--- config.mk ---
export PLATFORM = sky130hd
export DESIGN_NAME = handshaking_master
export DESIGN_NICKNAME = d
export VERILOG_FILES = /design/src/rtl/handshaking_master.sv
export SDC_FILE = /design/constraint.sdc
export NUM_CORES = 1
export LEC_CHECK = 0
export ABC_AREA = 1
export CAP_MARGIN = 15
export CORE_MARGIN = 4
export CORE_UTILIZATION = 45
export DETAILED_ROUTE_END_ITERATION = 12
export PLACE_DENSITY = 0.67
export SETUP_SLACK_MARGIN = 0.4
export SLEW_MARGIN = 30
export SYNTH_ARGS = -nofsm -noshare
export SYNTH_HDL_FRONTEND = slang
export SYNTH_SLANG_ARGS = --single-unit
--- constraint.sdc ---
create_clock -name clk -period 2.4 [get_ports clk]
set_input_delay 0.48 -clock clk [delete_from_list [all_inputs] [get_ports clk]]
set_output_delay 0.48 -clock clk [all_outputs]
set_load 0.01 [all_outputs]
--- src/rtl/handshaking_master.sv ---
// -----------------------------------------------------------------------------
// handshaking_master
//
// Transmit end of a valid/ready byte link. A local producer pushes bytes into
// a small FIFO. A two-state FSM (IDLE/SEND) moves FIFO entries one at a time
// into a registered output stage. Each beat is held there until the receiver
// accepts it. data_valid and data_out come straight from flops, so there is no
// combinational path from data_ready to data_valid.
//
// Optional build macro:
//   HANDSHAKE_TIMEOUT_EN - adds a 16-bit stall counter and a sticky timeout
//                          flag. When the macro is undefined, timeout is
//                          tied to 0.
//
// Parameters:
//   DATA_WIDTH     - width of wr_data / data_out and of the FIFO entries
//   DEPTH          - number of FIFO entries (power of 2, minimum 2)
//   TIMEOUT_CYCLES - stall limit, 1..65535 (timeout build only)
//
// Ports:
//   clk        in   system clock, rising edge
//   rst        in   asynchronous active-low reset
//   wr_en      in   local push request
//   wr_data    in   local push data
//   full       out  FIFO full; pushes are ignored
//   empty      out  FIFO empty
//   level      out  FIFO occupancy, 0..DEPTH
//   overflow   out  one-cycle pulse after a push was attempted while full
//   data_out   out  handshake data to the receiver
//   data_valid out  data_out holds a valid beat
//   data_ready in   receiver ready (registered on the receiver side)
//   timeout    out  sticky stall flag
// -----------------------------------------------------------------------------
module handshaking_master #(
    parameter int DATA_WIDTH     = 8,
    parameter int DEPTH          = 4,
    parameter int TIMEOUT_CYCLES = 255
) (
    input  logic                    clk,
    input  logic                    rst,
    input  logic                    wr_en,
    input  logic [DATA_WIDTH-1:0]   wr_data,
    output logic                    full,
    output logic                    empty,
    output logic [$clog2(DEPTH):0]  level,
    output logic                    overflow,
    output logic [DATA_WIDTH-1:0]   data_out,
    output logic                    data_valid,
    input  logic                    data_ready,
    output logic                    timeout
);

    localparam int PTR_W = $clog2(DEPTH);
    localparam int LVL_W = PTR_W + 1;

    typedef enum logic {
        ST_IDLE = 1'b0,
        ST_SEND = 1'b1
    } state_t;

    // FIFO storage and bookkeeping
    logic [DATA_WIDTH-1:0] r_mem [DEPTH];
    logic [PTR_W-1:0]      r_wr_ptr;
    logic [PTR_W-1:0]      r_rd_ptr;
    logic [LVL_W-1:0]      r_level;
    logic                  r_overflow;

    // Output stage and FSM
    state_t                r_state;
    logic [DATA_WIDTH-1:0] r_data_out;
    logic                  r_data_valid;

    logic                  w_full;
    logic                  w_empty;
    logic                  w_push;
    logic                  w_pop;
    logic [DATA_WIDTH-1:0] w_head;

    // full is judged on the pre-edge level. A push into a full FIFO is
    // dropped even if a pop frees a slot on the same edge.
    assign w_full  = (r_level == LVL_W'(DEPTH));
    assign w_empty = (r_level == '0);
    assign w_push  = wr_en && !w_full;

    // The FSM is the only consumer of the FIFO. In IDLE it fetches the head
    // as soon as the FIFO has data. In SEND it fetches the next entry only
    // on the edge where the current beat is accepted.
    always_comb begin
        w_pop = 1'b0;
        if (!w_empty) begin
            case (r_state)
                ST_IDLE: w_pop = 1'b1;
                ST_SEND: w_pop = data_ready;
                default: w_pop = 1'b0;
            endcase
        end
    end

    assign w_head = r_mem[r_rd_ptr];

    // Storage has no reset. On reset its contents are discarded simply by
    // clearing the pointers and the level.
    always_ff @(posedge clk) begin
        if (w_push) begin
            r_mem[r_wr_ptr] <= wr_data;
        end
    end

    // Pointers wrap modulo DEPTH through natural overflow, because DEPTH is
    // a power of 2.
    always_ff @(posedge clk or negedge rst) begin
        if (!rst) begin
            r_wr_ptr   <= '0;
            r_rd_ptr   <= '0;
            r_level    <= '0;
            r_overflow <= 1'b0;
        end else begin
            if (w_push) begin
                r_wr_ptr <= r_wr_ptr + PTR_W'(1);
            end
            if (w_pop) begin
                r_rd_ptr <= r_rd_ptr + PTR_W'(1);
            end
            case ({w_push, w_pop})
                2'b10:   r_level <= r_level + LVL_W'(1);
                2'b01:   r_level <= r_level - LVL_W'(1);
                default: r_level <= r_level;
            endcase
            r_overflow <= wr_en && w_full;
        end
    end

    // Transmit FSM with registered outputs. A beat in SEND never changes or
    // drops until data_ready is seen on an edge.
    always_ff @(posedge clk or negedge rst) begin
        if (!rst) begin
            r_state      <= ST_IDLE;
            r_data_out   <= '0;
            r_data_valid <= 1'b0;
        end else begin
            case (r_state)
                ST_IDLE: begin
                    if (!w_empty) begin
                        r_data_out   <= w_head;
                        r_data_valid <= 1'b1;
                        r_state      <= ST_SEND;
                    end
                end
                ST_SEND: begin
                    if (data_ready) begin
                        if (!w_empty) begin
                            // The beat is accepted and the next one is
                            // loaded on the same edge, giving one beat per
                            // cycle.
                            r_data_out <= w_head;
                        end else begin
                            r_data_valid <= 1'b0;
                            r_state      <= ST_IDLE;
                        end
                    end
                end
                default: begin
                    r_state      <= ST_IDLE;
                    r_data_valid <= 1'b0;
                end
            endcase
        end
    end

`ifdef HANDSHAKE_TIMEOUT_EN
    localparam logic [15:0] STALL_LIMIT = 16'(TIMEOUT_CYCLES);

    logic [15:0] r_stall_cnt;
    logic        r_timeout;

    // The flag is raised on the edge where the counter reaches STALL_LIMIT,
    // so timeout reads 1 right after the STALL_LIMIT-th stalled cycle. The
    // counter saturates, so a very long stall cannot wrap it back to zero.
    always_ff @(posedge clk or negedge rst) begin
        if (!rst) begin
            r_stall_cnt <= '0;
            r_timeout   <= 1'b0;
        end else begin
            if (r_state == ST_SEND && !data_ready) begin
                if (r_stall_cnt != 16'hFFFF) begin
                    r_stall_cnt <= r_stall_cnt + 16'd1;
                end
                if (r_stall_cnt == STALL_LIMIT - 16'd1) begin
                    r_timeout <= 1'b1;
                end
            end else begin
                r_stall_cnt <= '0;
            end
        end
    end

    assign timeout = r_timeout;
`else
    assign timeout = 1'b0;
`endif

    assign full       = w_full;
    assign empty      = w_empty;
    assign level      = r_level;
    assign overflow   = r_overflow;
    assign data_out   = r_data_out;
    assign data_valid = r_data_valid;

endmodule

# Yosys cells after proc, flatten, opt, wreduce, memory -nomap -nowiden
# Memory sizes are Yosys's and may differ from the RTL's.
# Index checks and enable logic that the tools add are counted.
# op_classes
n_bitwise	1
reduce_logical	6
eq_ne	6
n_lt_le_gt_ge	0
div	0
multipliers	0
n_shift	0
mux	15
n_addsub	4
# ops
op	n
8-bit 2-to-1 mux	2
8-bit one-hot mux with 2 select lines	1
1-bit 2-to-1 mux	8
2-bit != test, second input constant	3
1-bit one-hot mux with 2 select lines	3
3-bit one-hot mux with 2 select lines	1
2-bit by 1-bit adder with 2-bit output, second input constant	2
3-bit by 1-bit adder with 3-bit output, second input constant	1
3-bit equality test, second input constant	1
3-bit zero test	1
3-bit AND reduction	1
3-bit by 1-bit subtractor with 3-bit output, second input constant	1
2-bit by 1-bit equality test with 1-bit output, second input constant	1
2-bit equality test, second input constant	1
1-bit logical AND	2
2-bit nonzero test	1
1-bit zero test	1
1-bit NOT	1
# word_totals
input_bits	12
regBits	18
mem_bits_rw	32
n_memories	1
rom_bits	0
latch_bits	0
# mem_list
name	words	width	rd	rd_ports_with_merged_regs	write_ports	line_no	rtl
r_mem	4	8	1	0	1	62	logic [DATA_WIDTH-1:0] r_mem [DEPTH];

# Depth between registers and ports, before layout
# Gate-level depths: netlist of the first run.
# depth
depth_word	5
depth_mapped	11

# Worst setup path before layout of the first run
# Ideal clock, no wire load.
# synth_timing
kind	reg-to-reg
startpoint	register r_level[0], in the netlist level[0]
endpoint	register r_level[2], in the netlist level[2]
path_slack_ns	0.652
setup_ns	0.123
arrival_time_ns	1.625
required_time_ns	2.277
path_buffers	0
path_stages_with_launch	10
path_cell_list	dfrtp_1 inv_2 nand3_2 nand2_2 ha_1 inv_1 fa_1 nand2_1 nand3_1 xor2_1
# synth_via
elab_chain_cells	5
word_cells_on_any_way	11
cone_classes	add/sub (2); eq/ne (3); mux (2); reduce/logical (4)
# synth_lines
item	line_no	rtl
from (decl)	65	logic [LVL_W-1:0] r_level;
from (signal assigned)	125	2'b10: r_level <= r_level + LVL_W'(1);
from (signal assigned)	126	2'b01: r_level <= r_level - LVL_W'(1);
from (signal assigned)	127	default: r_level <= r_level;
3-bit equality test	81	assign w_full = (r_level == LVL_W'(DEPTH));
1-bit zero test	83	assign w_push = wr_en && !w_full;
1-bit logical AND	83	
2-bit by 1-bit equality test with 1-bit output or 2-bit equality test (tied branches)	124	case ({w_push, w_pop})
3-bit one-hot mux with 2 select lines or 2-bit nonzero test (tied branches)	--	
# Several ways; a longest one is shown, not always the timed one.
# A chain may end at the register's enable or synchronous reset.

# Final worst setup path of the first run
# layout_timing
startpoint	input data_ready
endpoint	register r_level[2], in the netlist level[2]
# layout_via
elab_chain_cells	4
word_cells_on_any_way	6
cone_classes	eq/ne (2); mux (3); reduce/logical (1)
# layout_lines
item	line_no	rtl
from (decl)	49	input logic data_ready,
1-bit one-hot mux with 2 select lines (*)	91	case (r_state)
1-bit 2-to-1 mux (*)	90	if (!w_empty) begin
via w_pop	76	logic w_pop;
2-bit by 1-bit equality test with 1-bit output or 2-bit equality test (tied branches)	124	
3-bit one-hot mux with 2 select lines or 2-bit nonzero test (tied branches)	--	
# The timed path passes the listed nets; every way through them passes the cells marked *.

==> results of run 1 <==
[through the flow]
stage	power [uW]	util, %	hold WS, ns	setup WS, ns	cells
after global placement	2723	54.64	0.4622	0.2430	319
after floorplan	2321	-	0.1844	0.6519	225
final	3271	56.77	0.4814	0.5275	327
after CTS	3317	56.77	0.4852	0.5208	327
after detailed placement	2757	54.64	0.4637	0.2029	319
after global routing	3544	56.77	0.5066	0.4172	327
[critical path: stages]
cell and delay, ns:
clkdlybuf4s50_1 0.45, inv_1 0.03, nand2_1 0.08, nand2_2 0.07, clkinv_2 0.05, ha_1 0.15, inv_1 0.07, fa_1 0.38
nand2_1 0.08, nand3_1 0.08, xor2_1 0.14
[cell usage after synthesis]
master	instances
clkbuf_4	1
conb_1	1
buf_6	3
inv_1	46
inv_6	1
nand2_2	10
xor2_1	3
nor2_1	6
bufinv_8	1
nand2_1	64
nand3_2	11
buf_12	1
o21ai_1	1
o21bai_1	1
dfrtp_1	18
inv_2	4
edfxtp_1	32
buf_4	1
ha_1	5
o21ai_0	1
nand2_4	1
nand3_1	9
fa_1	1
xnor2_1	2
clkinv_2	1
[area by class of cell]
type	count	area, um^2	share of cell area (%)
inverters	53	219.0	7.904
clock buffers	7	76.32	2.755
flip-flops and latches	50	1411	50.95
clock inverters	1	30.03	1.084
repair buffers	33	310.3	11.20
multi-input cells	116	639.4	23.08
well taps	67	83.83	3.026
[how the worst max path moves through the flow]
stage,slack [ns],to,cells after the start,start
after floorplan,0.65,level[2]$_DFFE_PN0P_,9,level[0]$_DFFE_PN0P_
after global placement,0.24,level[2]$_DFFE_PN0P_,11,data_ready
after detailed placement,0.20,level[2]$_DFFE_PN0P_,11,data_ready
after CTS,0.52,level[2]$_DFFE_PN0P_,11,data_ready
after global routing,0.42,level[2]$_DFFE_PN0P_,10,level[1]$_DFFE_PN0P_
final,0.53,level[2]$_DFFE_PN0P_,11,data_ready
[routing by layer]
| layer | share of wire, % | global-route usage, % |
|---|---|---|
| met4 | 1.4 | 4.561 |
| met3 | 3.4 | 3.363 |
| met2 | 52 | 23.34 |
| met1 | 44 | 15.84 |
| met5 | 0 | 0 |
[logic make-up after synthesis]
logic type / synth area share [%]
other: 0.1604
DFF: 60.35
buffers and inverters: 12.31
xor gates and xnor gates: 1.873
adders and majority gates: 3.531
AOI/OAI and AO/OA: 0.7488
and+or+nand+nor: 21.03
[registers in the layout, indices dropped and copies added, names as in the netlist]
signal and flops:
r_mem 32, r_wr_ptr 2, level 3, overflow 1, r_state 1, data_valid 1, r_rd_ptr 2, data_out 8
[power by group]
group          total, uW  switching (uW)  internal, uW
registers           1380             198          1180
clock network        571             259           312
logic               1320             717           600
[timing repair]
| action | CTS | global route |
|---|---|---|
| hold endpoints to repair | 0 | 0 |
| endpoints found under the setup margin | 2 | 0 |
| resized for setup | 2 | 0 |
==> impl_metrics.env, run 1 <==
export IMPL_arrival_ns=2.06
export IMPL_initial_core_util_pct=47.92
export IMPL_cts_tree="yes"
export IMPL_start_kind="input port"
export IMPL_die_w_um=80.09
export IMPL_drive_above_1_share_pct=16.15
export IMPL_avgSynthCellArea_um2=10.39
export IMPL_vias=1400
export IMPL_ir_worst_vdd_mv=0.5268
export IMPL_hold_viol=0
export IMPL_nets=277
export IMPL_min_period_ns=1.873
export IMPL_clk_pin_slew_worst_paths_ns=0.09
export IMPL_core_area_um2=4880
export IMPL_cts_hold_buf=0
export IMPL_syn_nets=243
export IMPL_synth_top_cell_area_share_pct=41.09
export IMPL_p_per_area_nw_per_um2=1181
export IMPL_ant_nets=0
export IMPL_cap_violations=0
export IMPL_synth_area_leaders="edfxtp_1 41%, dfrtp_1 19%, nand2_1 10%, inv_1 7.4%, nand3_2 4.7%"
export IMPL_clk_insertion_delay_late_ns=0.30
export IMPL_track_usage_pct=13.32
export IMPL_max_slew_worst_pin_slew_ns=0.7258
export IMPL_gp_congestion=0.7015
export IMPL_ys_warn_count=0
export IMPL_fill_cells=444
export IMPL_die_h_um=80.09
export IMPL_setup_viol=0
export IMPL_cts_buffers=5
export IMPL_rows=25
export IMPL_syn_inst=225
export IMPL_dieArea_um2=6414
export IMPL_r2r_end="level[2]$_DFFE_PN0P_"
export IMPL_avgRoutedWirePerCell_um=11.63
export IMPL_htreeDepth=2
export IMPL_viasPerCell=4.281
export IMPL_grt_pass1_wl_mm=6.334
export IMPL_synth_seq_cells=50
export IMPL_post_synth_top_area_cell="edfxtp_1"
export IMPL_drv_slew=0
export IMPL_holdPathStages=2
export IMPL_cts_buffer_depth=2
export IMPL_leakagePower_uw=0.001336
export IMPL_hold_end="data_out[7]$_DFFE_PN0P_"
export IMPL_diodes=0
export IMPL_area_delta_synth_final_pct=18.46
export IMPL_synth_seq_area_share_pct=60.35
export IMPL_cts_setup_buffers=0
export IMPL_antenna_found_initial=0
export IMPL_reg2reg_slack_ns=0.56
export IMPL_grt_start_max_net_pins=19
export IMPL_syn_cell_area_um2=2338
export IMPL_final_area_um2=2770
export IMPL_cts_root_buf="clkbuf_8"
export IMPL_critPathKind="input port to flip-flop"
export IMPL_first_pass_iters=4
export IMPL_wl_mm=3.802
export IMPL_cts_sinks=50
export IMPL_drcViolationCount=0
export IMPL_grt_overflow=0
export IMPL_run_status="complete, no violations"
export IMPL_io_buffer_count=26
export IMPL_r2r_start="level[1]$_DFFE_PN0P_"
export IMPL_place_area_um2=2666
export IMPL_ios=28
export IMPL_max_clock_freq_mhz=534.0
export IMPL_rsz0062_at_grt="no"
export IMPL_first_iter_violations=52
export IMPL_dp_hpwl_mm=2.620
export IMPL_hold_path_class="flip-flop to flip-flop"
export IMPL_crit_fanout=2
export IMPL_worstPathRequired_ns=2.59
export IMPL_rr_worst_depth=9
export IMPL_worstHoldStart="data_out[7]$_DFFE_PN0P_"
export IMPL_final_common_cell="nand2_1"
export IMPL_fin_tns_setup_ns=0
export IMPL_period_share_pct=78.02
export IMPL_layout_common_cells="64 x nand2_1, 46 x inv_1, 32 x edfxtp_1, 24 x clkdlybuf4s50_1, 18 x dfrtp_1"
export IMPL_yosys_cell_types_count=25
export IMPL_finalClockSkew_ns=0.008991
export IMPL_grt_pass1_vias=1344
export IMPL_cp_end_kind="flip-flop"
export IMPL_maxSlewHeadroom_pct=51.61
Note: power is estimated with default switching activity, not from simulation.
==> run 2, diff against run 1 <==
==> constraint.sdc (replaced) <==
create_clock -name clk -period 1.9 [get_ports clk]
set_input_delay 0.38 -clock clk [delete_from_list [all_inputs] [get_ports clk]]
set_output_delay 0.38 -clock clk [all_outputs]
set_load 0.01 [all_outputs]
==> run 2 against run 1 <==
Utilization grew 3.0 points. Combinational power grew 46%. Critical endpoint is now full. Highest routed layer unchanged. First-iteration DRC count shrank 46%. Sequential share of layout area shrank 2.5 points. Global-route usage grew 0.24 points. Non-clock buffer count grew 14. Clock power grew 9.5%. Via count grew 5.1%. Final cell count grew 4.3%. Die area is the same.
==> impl_metrics.env, run 2 (same netlist as run 1, synthesis figures left out) <==
export IMPL_run_status="complete, no violations"
export IMPL_fill_cells=430
export IMPL_setup_viol=0
export IMPL_seq_area_um2=1413
export IMPL_drv_slew=0
export IMPL_global_route_usage_met2_pct=23.34
export IMPL_clk_insertion_delay_late_ns=0.30
export IMPL_leakagePower_uw=0.001421
export IMPL_track_usage_pct=13.56
export IMPL_regMostFlops="r_mem"
export IMPL_cts_buffers=5
export IMPL_final_common_cell="nand2_1"
export IMPL_layout_common_cells="63 x nand2_1, 45 x inv_1, 32 x edfxtp_1, 17 x dfrtp_1, 16 x buf_4"
export IMPL_cap_violations=0
export IMPL_hold_path_class="input port to asynchronous set/reset pin"
export IMPL_core_area_um2=4880
export IMPL_area_delta_synth_final_pct=24.77
export IMPL_whs_ns=0.4016
export IMPL_cts_tree="yes"
export IMPL_use_met1_pct=16.41
export IMPL_avgRoutedWirePerCell_um=11.57
export IMPL_dp_slack_ns=-0.1188
export IMPL_grt_pass1_wl_mm=6.582
export IMPL_p_per_area_nw_per_um2=1463
export IMPL_max_clock_freq_mhz=594.6
export IMPL_drive_above_1_share_pct=25.55
export IMPL_cts_hold_buf=0
export IMPL_p_total_uw=4268
export IMPL_viasPerCell=4.314
export IMPL_first_iter_violations=28
export IMPL_wl_mm=3.944
export IMPL_ir_worst_vdd_mv=0.5644
export IMPL_drcViolationCount=0
export IMPL_htreeDepth=2
export IMPL_initial_core_util_pct=47.92
export IMPL_cts_sinks=50
export IMPL_cts_buffer_depth=2
export IMPL_vias=1471
export IMPL_grt_use_met3_pct=3.587
export IMPL_grt_busiest_layer="met2"
export IMPL_rsz0062_at_grt="yes"
export IMPL_grt_pass1_vias=1389
export IMPL_largest_reg_flops=32
export IMPL_ant_nets=0
export IMPL_die_h_um=80.09
export IMPL_die_w_um=80.09
export IMPL_multi_input_area_um2=696.9
export IMPL_antenna_found_initial=0
export IMPL_first_pass_iters=4
export IMPL_finalClockSkew_ns=0.006702
export IMPL_layout_setup_ws_ns=0.2181
export IMPL_fin_tns_setup_ns=0
export IMPL_crit_fanout=3
export IMPL_clk_pin_slew_worst_paths_ns=0.09
export IMPL_dieArea_um2=6414
export IMPL_nets=291
export IMPL_diodes=0
export IMPL_grt_start_max_net_pins=19
export IMPL_min_period_ns=1.682
export IMPL_place_area_um2=2734
export IMPL_ios=28
export IMPL_arrival_ns=1.30
export IMPL_io_buffer_count=26
export IMPL_dp_hpwl_mm=2.636
export IMPL_gp_congestion=0.7178
export IMPL_critPathKind="flip-flop to output pin"
export IMPL_start_kind="flip-flop"
export IMPL_grt_overflow=0
export IMPL_cp_end_kind="output pin"
export IMPL_rows=25
export IMPL_cts_root_buf="clkbuf_8"
export IMPL_worstPathRequired_ns=1.52
export IMPL_period_share_pct=88.52
export IMPL_hold_viol=0
export IMPL_final_area_um2=2918
==> run 2: worst paths after layout <==
check,slack (ns),end,from,cells past startpoint
worst max register to register,0.24,level[2]$_DFFE_PN0P_,level[1]$_DFFE_PN0P_,10
max in group asynchronous,1.28,level[2]$_DFFE_PN0P_,rst,2
min in group clk,0.48,data_out[3]$_DFFE_PN0P_,data_out[3]$_DFFE_PN0P_,2
worst max-delay path,0.22,full,level[1]$_DFFE_PN0P_,6
worst min register to register,0.48,data_out[3]$_DFFE_PN0P_,data_out[3]$_DFFE_PN0P_,2
worst min-delay path,0.40,data_valid$_DFFE_PN0P_,rst,2
==> run 2: metrics by stage <==
stage                     util [%]  cells
after global routing         59.79    341
final                        59.79    341
after CTS                    58.97    339
after detailed placement     56.03    322
after floorplan                  -    225
after global placement       56.03    322
==> run 2: area by class of cell <==
type,count,share of cell area (%)
well taps,67,2.873
clock inverters,3,0.8576
repair buffers,47,13.98
inverters,53,7.633
clock buffers,5,2.358
multi-input cells,116,23.89
flip-flops and latches,50,48.41
==> run 2: worst max-delay path, stage by stage (launching register included) <==
cell	delay, ns
dfrtp_1	0.41
inv_2	0.09
buf_6	0.11
nand3_4	0.08
buf_4	0.14
inv_1	0.04
buf_2	0.12
==> run 2: repair_timing <==
action,CTS,global route
buffers inserted,9,2
resized for setup,25,10
pin swaps,3,0
endpoints found under the setup margin,17,37
gates cloned,0,0
endpoints found under the hold margin,0,0
==> run 2: per-layer routing <==
| metal | share of wire (%) | vias to the layer above |
|---|---|---|
| met5 | 0 | - |
| met4 | 0.71 | 0 |
| met3 | 2.9 | 2 |
| met2 | 51 | 14 |
| met1 | 45 | 675 |
| li1 | - | 780 |
==> run 2: where the power goes <==
part / switching [uW] / total, uW / internal [uW]
Sequential: 210 / 1710 / 1500
Clock: 359 / 625 / 266
Combinational: 1040 / 1930 / 890
Total: 1610 / 4270 / 2650
